--- src/rtl/exe_mdu_if.sv ---
// EXE-stage multiply/divide unit port bundle: operands and opcode in, HI/LO and stall out.
// The pipeline side drives through master; the MDU itself attaches through slave.
interface exe_mdu_if;
  logic [2:0]  EXE_MDUOp;
  logic        EXE_Valid;
  logic [31:0] EXE_OutA;
  logic [31:0] EXE_OutB;
  logic        EXEMEM_Flush;
  logic        EXE_MDUStall;
  logic [31:0] EXE_HI;
  logic [31:0] EXE_LO;
  logic        MDU_Busy;

  modport master (
    output EXE_MDUOp, EXE_Valid, EXE_OutA, EXE_OutB, EXEMEM_Flush,
    input  EXE_MDUStall, EXE_HI, EXE_LO, MDU_Busy
  );

  modport slave (
    input  EXE_MDUOp, EXE_Valid, EXE_OutA, EXE_OutB, EXEMEM_Flush,
    output EXE_MDUStall, EXE_HI, EXE_LO, MDU_Busy
  );
endinterface

--- src/rtl/exe_mdu.sv ---
// HI/LO owner: MULT*/MT* write in 1 cycle; DIV* is a 32-step restoring divide (stall held 33 cycles).
// Backpressure: EXE_MDUStall holds the front end while a divide is accepted or running; flush drops it at once.
module exe_mdu #(
  parameter int DIV_ITER = 32
) (
  input  logic     clk,
  input  logic     rst,
  exe_mdu_if.slave mdu
);

  localparam int CW = $clog2(DIV_ITER);
  localparam logic [CW-1:0] LAST = CW'(DIV_ITER - 1);

  localparam logic [2:0] OP_MULT  = 3'd1;
  localparam logic [2:0] OP_MULTU = 3'd2;
  localparam logic [2:0] OP_DIV   = 3'd3;
  localparam logic [2:0] OP_DIVU  = 3'd4;
  localparam logic [2:0] OP_MTHI  = 3'd5;
  localparam logic [2:0] OP_MTLO  = 3'd6;

  typedef enum logic [1:0] {S_IDLE, S_RUN, S_DONE} state_t;

  state_t r_state;
  state_t w_next;

  logic [31:0]   r_hi, r_lo;
  logic [31:0]   r_quo, r_rem, r_dvs;
  logic [CW-1:0] r_cnt;
  logic          r_qsign, r_rsign, r_dz;

  logic          w_is_div, w_is_sdiv, w_accept;
  logic [63:0]   w_ext_a, w_ext_b, w_prod;
  logic [31:0]   w_abs_a, w_abs_b;
  logic [32:0]   w_rem_sh;
  logic [31:0]   w_diff, w_rem_nxt;
  logic          w_ge;
  logic [31:0]   w_quo_fin, w_rem_fin;

  assign w_is_div  = (mdu.EXE_MDUOp == OP_DIV) || (mdu.EXE_MDUOp == OP_DIVU);
  assign w_is_sdiv = (mdu.EXE_MDUOp == OP_DIV);
  assign w_accept  = mdu.EXE_Valid && !mdu.EXEMEM_Flush && (r_state == S_IDLE);

  // Truncating the 64x64 product to 64 bits is exact for both signed and unsigned forms.
  assign w_ext_a = (mdu.EXE_MDUOp == OP_MULT) ? {{32{mdu.EXE_OutA[31]}}, mdu.EXE_OutA}
                                               : {32'd0, mdu.EXE_OutA};
  assign w_ext_b = (mdu.EXE_MDUOp == OP_MULT) ? {{32{mdu.EXE_OutB[31]}}, mdu.EXE_OutB}
                                               : {32'd0, mdu.EXE_OutB};
  assign w_prod  = w_ext_a * w_ext_b;

  assign w_abs_a = (w_is_sdiv && mdu.EXE_OutA[31]) ? (32'd0 - mdu.EXE_OutA) : mdu.EXE_OutA;
  assign w_abs_b = (w_is_sdiv && mdu.EXE_OutB[31]) ? (32'd0 - mdu.EXE_OutB) : mdu.EXE_OutB;

  // Shifted partial remainder needs a 33rd bit once the divisor exceeds 2^31.
  assign w_rem_sh  = {r_rem, r_quo[31]};
  assign w_ge      = (w_rem_sh >= {1'b0, r_dvs});
  assign w_diff    = w_rem_sh[31:0] - r_dvs;
  assign w_rem_nxt = w_ge ? w_diff : w_rem_sh[31:0];

  assign w_quo_fin = r_qsign ? (32'd0 - r_quo) : r_quo;
  assign w_rem_fin = r_rsign ? (32'd0 - r_rem) : r_rem;

  always_ff @(posedge clk or negedge rst) begin
    if (!rst) r_state <= S_IDLE;
    else      r_state <= w_next;
  end

  always_comb begin
    w_next = r_state;
    if (mdu.EXEMEM_Flush) begin
      w_next = S_IDLE;
    end else begin
      unique case (r_state)
        S_IDLE:  if (mdu.EXE_Valid && w_is_div) w_next = S_RUN;
        S_RUN:   if (r_cnt == LAST) w_next = S_DONE;
        S_DONE:  w_next = S_IDLE;
        default: w_next = S_IDLE;
      endcase
    end
  end

  always_comb begin
    mdu.EXE_MDUStall = 1'b0;
    mdu.MDU_Busy     = (r_state != S_IDLE);
    if (!mdu.EXEMEM_Flush) begin
      mdu.EXE_MDUStall = ((r_state == S_IDLE) && mdu.EXE_Valid && w_is_div) ||
                         (r_state == S_RUN);
    end
  end

  always_ff @(posedge clk or negedge rst) begin
    if (!rst) begin
      r_quo   <= '0;
      r_rem   <= '0;
      r_dvs   <= '0;
      r_cnt   <= '0;
      r_qsign <= 1'b0;
      r_rsign <= 1'b0;
      r_dz    <= 1'b0;
    end else if (w_accept && w_is_div) begin
      r_quo   <= w_abs_a;
      r_dvs   <= w_abs_b;
      r_rem   <= '0;
      r_cnt   <= '0;
      r_qsign <= w_is_sdiv && (mdu.EXE_OutA[31] ^ mdu.EXE_OutB[31]);
      r_rsign <= w_is_sdiv && mdu.EXE_OutA[31];
      r_dz    <= (mdu.EXE_OutB == 32'd0);
    end else if (r_state == S_RUN) begin
      r_rem <= w_rem_nxt;
      r_quo <= {r_quo[30:0], w_ge};
      r_cnt <= r_cnt + CW'(1);
    end
  end

  always_ff @(posedge clk or negedge rst) begin
    if (!rst) begin
      r_hi <= '0;
      r_lo <= '0;
    end else if (w_accept) begin
      unique case (mdu.EXE_MDUOp)
        OP_MULT, OP_MULTU: {r_hi, r_lo} <= w_prod;
        OP_MTHI:           r_hi <= mdu.EXE_OutA;
        OP_MTLO:           r_lo <= mdu.EXE_OutA;
        default:           ;
      endcase
    end else if ((r_state == S_DONE) && !mdu.EXEMEM_Flush && !r_dz) begin
      r_lo <= w_quo_fin;
      r_hi <= w_rem_fin;
    end
  end

  assign mdu.EXE_HI = r_hi;
  assign mdu.EXE_LO = r_lo;

endmodule

--- src/flat_wrapper.sv ---
// flat-port wrapper written by rule: the top's interface ports become plain ports
module exe_mdu_flat 
#(
  parameter int DIV_ITER = 32
)
  (clk, rst, mdu_EXE_MDUOp, mdu_EXE_Valid, mdu_EXE_OutA, mdu_EXE_OutB, mdu_EXEMEM_Flush, mdu_EXE_MDUStall, mdu_EXE_HI, mdu_EXE_LO, mdu_MDU_Busy);
  exe_mdu_if mdu_i ();
  input  logic clk;
  input  logic rst;
  input wire logic [$bits(mdu_i.EXE_MDUOp)-1:0] mdu_EXE_MDUOp;
  input wire logic [$bits(mdu_i.EXE_Valid)-1:0] mdu_EXE_Valid;
  input wire logic [$bits(mdu_i.EXE_OutA)-1:0] mdu_EXE_OutA;
  input wire logic [$bits(mdu_i.EXE_OutB)-1:0] mdu_EXE_OutB;
  input wire logic [$bits(mdu_i.EXEMEM_Flush)-1:0] mdu_EXEMEM_Flush;
  output wire logic [$bits(mdu_i.EXE_MDUStall)-1:0] mdu_EXE_MDUStall;
  output wire logic [$bits(mdu_i.EXE_HI)-1:0] mdu_EXE_HI;
  output wire logic [$bits(mdu_i.EXE_LO)-1:0] mdu_EXE_LO;
  output wire logic [$bits(mdu_i.MDU_Busy)-1:0] mdu_MDU_Busy;
  assign mdu_i.EXE_MDUOp = mdu_EXE_MDUOp;
  assign mdu_i.EXE_Valid = mdu_EXE_Valid;
  assign mdu_i.EXE_OutA = mdu_EXE_OutA;
  assign mdu_i.EXE_OutB = mdu_EXE_OutB;
  assign mdu_i.EXEMEM_Flush = mdu_EXEMEM_Flush;
  assign mdu_EXE_MDUStall = mdu_i.EXE_MDUStall;
  assign mdu_EXE_HI = mdu_i.EXE_HI;
  assign mdu_EXE_LO = mdu_i.EXE_LO;
  assign mdu_MDU_Busy = mdu_i.MDU_Busy;
  exe_mdu #(.DIV_ITER(DIV_ITER)) u_core (.clk(clk), .rst(rst), .mdu(mdu_i));
endmodule
--- config.mk ---
export PLATFORM = sky130hd
export DESIGN_NAME = exe_mdu_flat
export DESIGN_NICKNAME = d
export VERILOG_FILES = /design/src/rtl/exe_mdu_if.sv /design/src/rtl/exe_mdu.sv /design/src/flat_wrapper.sv
export SDC_FILE = /design/constraint.sdc
export NUM_CORES = 2
export LEC_CHECK = 0
export ABC_AREA = 1
export BUFFER_PORTS_ARGS = -buffer_cell sky130_fd_sc_hd__buf_4
export CAP_MARGIN = 20
export CORE_ASPECT_RATIO = 0.75
export CORE_MARGIN = 3
export CORE_UTILIZATION = 50
export DETAILED_ROUTE_END_ITERATION = 10
export PLACE_DENSITY = 0.66
export SKIP_CTS_REPAIR_TIMING = 1
export SLEW_MARGIN = 30
export SYNTH_ARGS = -nofsm -noshare
export SYNTH_HDL_FRONTEND = slang
export SYNTH_SLANG_ARGS = --single-unit
--- constraint.sdc ---
create_clock -name clk -period 3.61 [get_ports clk]
set_input_delay 0.1805 -clock clk [delete_from_list [all_inputs] [get_ports clk]]
set_output_delay 0.1805 -clock clk [all_outputs]
set_load 0.01 [all_outputs]
; ---- Word-level counts from Yosys, hierarchy flattened
; Cells that the tools add are included.
[totals]
regBits = 170
inputBits = 71
output_inout_bits = 66
elab_cells = 80
[classes]
addsub = 6
multipliers = 1
n_lt_le_gt_ge = 1
n_eq_ne = 13
n_mux = 24
bitwise = 1
n_reduce_logical = 24
[op_table]
columns = cell, n
row1 = 2-to-1 mux 32 bit, 13
row2 = 2-to-1 mux 64 bit, 2
row3 = case mux 32 bit (2 select lines), 2
row4 = "subtractor 1 x 32 -> 32 bit, first input constant", 4
row5 = multiplier 64 x 64 -> 64 bit, 1
row6 = >= comparator 33 x 32 -> 1 bit, 1
row7 = logical NOT 32 bit, 1
row8 = subtractor 32 bit, 1
row9 = logical AND 1 bit, 11
row10 = 2-to-1 mux 5 bit, 2
row11 = "== test 3 bit, second input constant", 3
row12 = "== test 3 x 2 -> 1 bit, second input constant", 2
row13 = 2-to-1 mux 2 bit, 3
row14 = "!= test 3 x 2 -> 1 bit, second input constant", 2
row15 = "!= test 3 bit, second input constant", 2
row16 = AND reduction 2 bit, 3
row17 = nonzero test 2 bit, 3
row18 = "adder 5 x 1 -> 5 bit, second input constant", 1
row19 = "== test 5 bit, second input constant", 1
row20 = case mux 2 bit (2 select lines), 1
row21 = "== test 3 x 1 -> 1 bit, second input constant", 1
row22 = "== test 2 x 1 -> 1 bit, second input constant", 1
row23 = "== test 2 bit, second input constant", 1
row24 = logical NOT 1 bit, 2
row25 = 5 further kinds, 6

; ---- Logic depth before layout (Yosys ltp)
[depth]
depth_word = 6
mapped_depth = 43
ltp_nobuf = 41

; ---- Least setup slack after synthesis
; No wires, ideal clock.
[synth_timing]
kind = input to register
start = in mdu_EXE_MDUOp[1]
end = reg u_core.r_hi[30], in the netlist u_core.mdu.EXE_HI[30]
setup_time_ps = 124
arrival_time_ps = 8747
slack_ps = -5261
cell_stages = 34
n_path_buf = 3
cell_sequence = inv_1 > nand3_1 > buf_2 > buf_1 > buf_1 > nor2_1 > fa_1 > inv_1 > fa_1 > inv_1 > fa_1 > inv_1 > fa_1 > inv_1 > fa_1 > fa_1 > fa_1 > inv_1 > fa_1 > inv_1 > fa_1 > inv_1 > fa_1 > inv_1 > ha_1 > inv_1 > nor3_1 > nand2_1 > nor3_1 > nand3_1 > nand3_1 > nand2_1 > o21ai_0 > a21oi_1
[synth_via]
elab_chain_cells = 5
word_cells_on_any_way = 11
classes_between = mul (1) / eq/ne (4) / mux (4) / reduce/logical (2)
[synth_lines]
columns = item, line_no
row1 = from (decl), flat_wrapper.sv:10  ; input wire logic [$bits(mdu_i.EXE_MDUOp)-1:0] mdu_EXE_MDUOp;
row2 = == test 3 x 1 -> 1 bit, "exe_mdu.sv:44, exe_mdu.sv:46, exe_mdu.sv:119"
row3 = 2-to-1 mux 64 bit (on tied branches), "exe_mdu.sv:44, exe_mdu.sv:46"
row4 = multiplier 64 x 64 -> 64 bit, exe_mdu.sv:48  ; assign w_prod = w_ext_a * w_ext_b;
row5 = case mux 32 bit (2 select lines), exe_mdu.sv:119  ; unique case (mdu.EXE_MDUOp)
row6 = 2-to-1 mux 32 bit, exe_mdu.sv:118  ; end else if (w_accept) begin
row7 = to (signal assigned), exe_mdu.sv:120  ; OP_MULT, OP_MULTU: {r_hi, r_lo} <= w_prod;
row8 = to (signal assigned), exe_mdu.sv:121  ; OP_MTHI: r_hi <= mdu.EXE_OutA;
row9 = to (signal assigned), exe_mdu.sv:127  ; r_hi <= w_rem_fin;
row10 = to (decl), exe_mdu.sv:26  ; logic [31:0] r_hi, r_lo;
; Several ways; a longest one is shown, not always the timed one.
; A chain may end at the register's enable or synchronous reset.

; ---- Worst setup path in the final report
[layout_timing]
start = in mdu_EXE_MDUOp[2]
end = reg u_core.r_hi[23], in the netlist u_core.mdu.EXE_HI[23]
; The elaborated chain is that of the path after synthesis.

==> results.json <==
{
  "critPathMaxStageDelay_ns": 0.65,
  "antenna_found_initial": 12,
  "yosys_warnings": 0,
  "hold_class": "in -> reg",
  "slew_headroom_pct": 36.9,
  "avgRoutedWirePerCell_um": 22.6,
  "clockBufferDepth": 2,
  "critPathLaunchType": "primary input",
  "crit_fanout": 6,
  "maxCapViolations": 0,
  "drt-pass1-iter-count": 11,
  "drc": 4,
  "fin_skew_ns": 0.0164,
  "coreArea_sq_um": 123000,
  "synth_edf_count": 0,
  "worst_setup_path_end_kind": "flop",
  "cpMaxStageDelayCell": "fa_2",
  "portBuffers": 136,
  "outcome": "complete, but fails checks",
  "synth_seq_cells": 170,
  "yosys.area.top_type": "fa_1",
  "layout_min_cycle_time_ns": 8.17,
  "worstMarginPinSlew_ns": 0.947,
  "routed_wl_mm": 234,
  "critical_path_arrival_ns": 8.55,
  "nNetsFinal": 10500,
  "crit_top_cell": "fa_2",
  "syn_inst": 7872,
  "cts.sinks": 170,
  "setup_violations": 58,
  "clkLatencyLatePin_ns": 0.46,
  "synth.distinct_cells": 61,
  "die-area_sq_um": 129000,
  "die_h_um": 311,
  "final_hold_viol_count": 1,
  "viasPerCell": 5.35,
  "syn_avg_cell_area_sq_um": 7.89,
  "htree_num_levels": 4,
  "synthesis.area_sq_um": 62100,
  "yosysMostFrequentCell": "inv_1",
  "grtUsageTotal_pct": 35.8,
  "num_vias": 55300,
  "drv_slew": 0,
  "cts_buffers": 17,
  "drt_iter0_drc": 5717,
  "grt-ovfl-total": 0,
  "globalplace.congestion": 1.06,
  "grt_start_max_net_pins": 84,
  "drtAntennaViolNets": 0,
  "rsz0062_at_grt": "yes",
  "synth_commonest_cells": "2300 x inv_1, 1645 x nand2_1, 1420 x fa_1, 418 x nor2_1, 347 x ha_1",
  "max_freq_ghz": 0.122,
  "cts_tree": "yes",
  "io_pins": 137,
  "syn_to_final_growth_pct": 25.6,
  "grt_pass1_vias": 56100,
  "synth.area.top_cells": "fa_1 46%, inv_1 14%, nand2_1 9.9%, ha_1 7.0%, dfrtp_1 6.8%",
  "violations": "design-rule violations, negative hold slack, negative setup slack",
  "syn_nets": 9710,
  "cp.required_ns": 3.99,
  "timing.final.crit_share_pct": 226,
  "synthFlopType": "dfrtp_1",
  "grt_pass1_wl_mm": 344,
  "die_w_um": 413,
  "holdWs_ns": -0.00116,
  "critPathKind": "in -> reg",
  "clk_pin_slew_worst_paths_ns": 0.09,
  "synthArstFlopShare_pct": 100,
  "fp-row-count": 111,
  "timing.final.ws_setup_ns": -4.56,
  "hpwl_mm": 197,
  "drive_above_1_share_pct": 24.4,
  "yosysSeqAreaShare_pct": 6.85,
  "root_buffer": "clkbuf_16",
  "netlist.area_leader.share_pct": 45.7,
  "initial_utilization_pct": 50.6
}
==> logic make-up (layout without fill, tap and decap cells) <==
kind of cell | Yosys count | count (layout) | synth area share, %
buffers and inverters | 2665 | 3481 | 16.2
adder cells (fa/ha/maj) | 1767 | 1767 | 52.7
other | 0 | 5 | 0
AND/OR/NAND/NOR | 2391 | 2391 | 15.7
flip-flops | 170 | 170 | 6.85
XOR/XNOR | 110 | 110 | 1.55
AO/OA/AOI/OAI | 769 | 769 | 6.94
==> state kept, by name, summed over array words and instances, names as in the netlist <==
| register | flops |
|---|---|
| u_core.mdu.EXE_HI | 32 |
| u_core.mdu.EXE_LO | 32 |
| u_core.r_cnt | 5 |
| u_core.r_dvs | 32 |
| u_core.r_dz | 1 |
| u_core.r_qsign | 1 |
| u_core.r_quo | 32 |
| u_core.r_rem | 32 |
| u_core.r_rsign | 1 |
| u_core.r_state | 2 |
==> through the flow <==
step	area, sq um	TNS [ns]	instances	setup WS, ns	utilization [%]
CTS	73100	-230.63	10200	-5.01	59.6
global placement	72500	-255.40	10200	-5.41	59.1
detailed placement	72500	-258.20	10200	-5.47	59.1
finish	78000	-219.61	10300	-4.56	63.6
global route	78000	-228.75	10300	-4.78	63.6
floorplan	64800	-187.13	7872	-4.24	-
==> cells in the final DEF, fill, tap and decap left out, types with 49 or more instances in the layout <==
| cell | n |
|---|---|
| nor2_2 | 49 |
| ha_4 | 78 |
| buf_6 | 103 |
| ha_1 | 266 |
| xor2_1 | 56 |
| fa_2 | 131 |
| nand3_1 | 130 |
| nand2_1 | 1492 |
| nand2_4 | 58 |
| a21oi_2 | 72 |
| o21ai_1 | 84 |
| a21oi_1 | 204 |
| fa_1 | 1289 |
| inv_2 | 159 |
| inv_1 | 2141 |
| nor2_1 | 315 |
| nand2_2 | 97 |
| dfrtp_1 | 170 |
| nor2_4 | 75 |
| buf_12 | 82 |
| o21ai_0 | 139 |
| buf_4 | 912 |
==> area by class of cell <==
type                       count  area (sq um)
fill                       10400         44700
clock buffer                  17           425
sequential                   170          4250
timing repair buffer        1126         10200
antenna                        5          12.5
multi-input combinational   5037         52200
tap                         1638          2050
inverter                    2323          8790
clock inverter                15           185
==> per-layer routing <==
layer / vias to the layer above / GRT usage (%) / wire (um)
met1: 27800 / 52.0 / 96900
met4: 2 / 11.4 / 10200
li1: 24300 / - / -
met2: 2741 / 53.2 / 101000
met3: 389 / 8.00 / 25500
met5: - / 0 / 13
==> critical path, delay by kind of cell <==
kind	cells	cell delay, ns
adder cells (fa/ha/maj)	11	5.63
buffers and inverters	14	1.21
AND/OR/NAND/NOR	13	1.21
AO/OA/AOI/OAI	2	0.28
==> path summary, 6_finish.rpt <==
path / start / end / slack (ns) / depth (start not counted)
min: mdu_EXEMEM_Flush / u_core.r_state[1]$_DFFE_PN0P_ / -0.001 / 4
min in group asynchronous: rst / u_core.r_rem[2]$_DFFE_PN0P_ / 0.28 / 2
max in group asynchronous: rst / u_core.mdu.EXE_LO[2]$_DFFE_PN0P_ / 2.24 / 3
min reg2reg: u_core.r_dvs[12]$_DFFE_PN0P_ / u_core.r_dvs[12]$_DFFE_PN0P_ / 0.49 / 2
max: mdu_EXE_MDUOp[2] / u_core.mdu.EXE_HI[23]$_DFFE_PN0P_ / -4.56 / 40
max reg2reg: u_core.r_quo[31]$_DFFE_PN0P_ / u_core.r_rem[26]$_DFFE_PN0P_ / 0.27 / 17
Power is left out: the tool's default activity adds up to more than one toggle a clock period on the data nets, which glitch-free logic cannot reach.
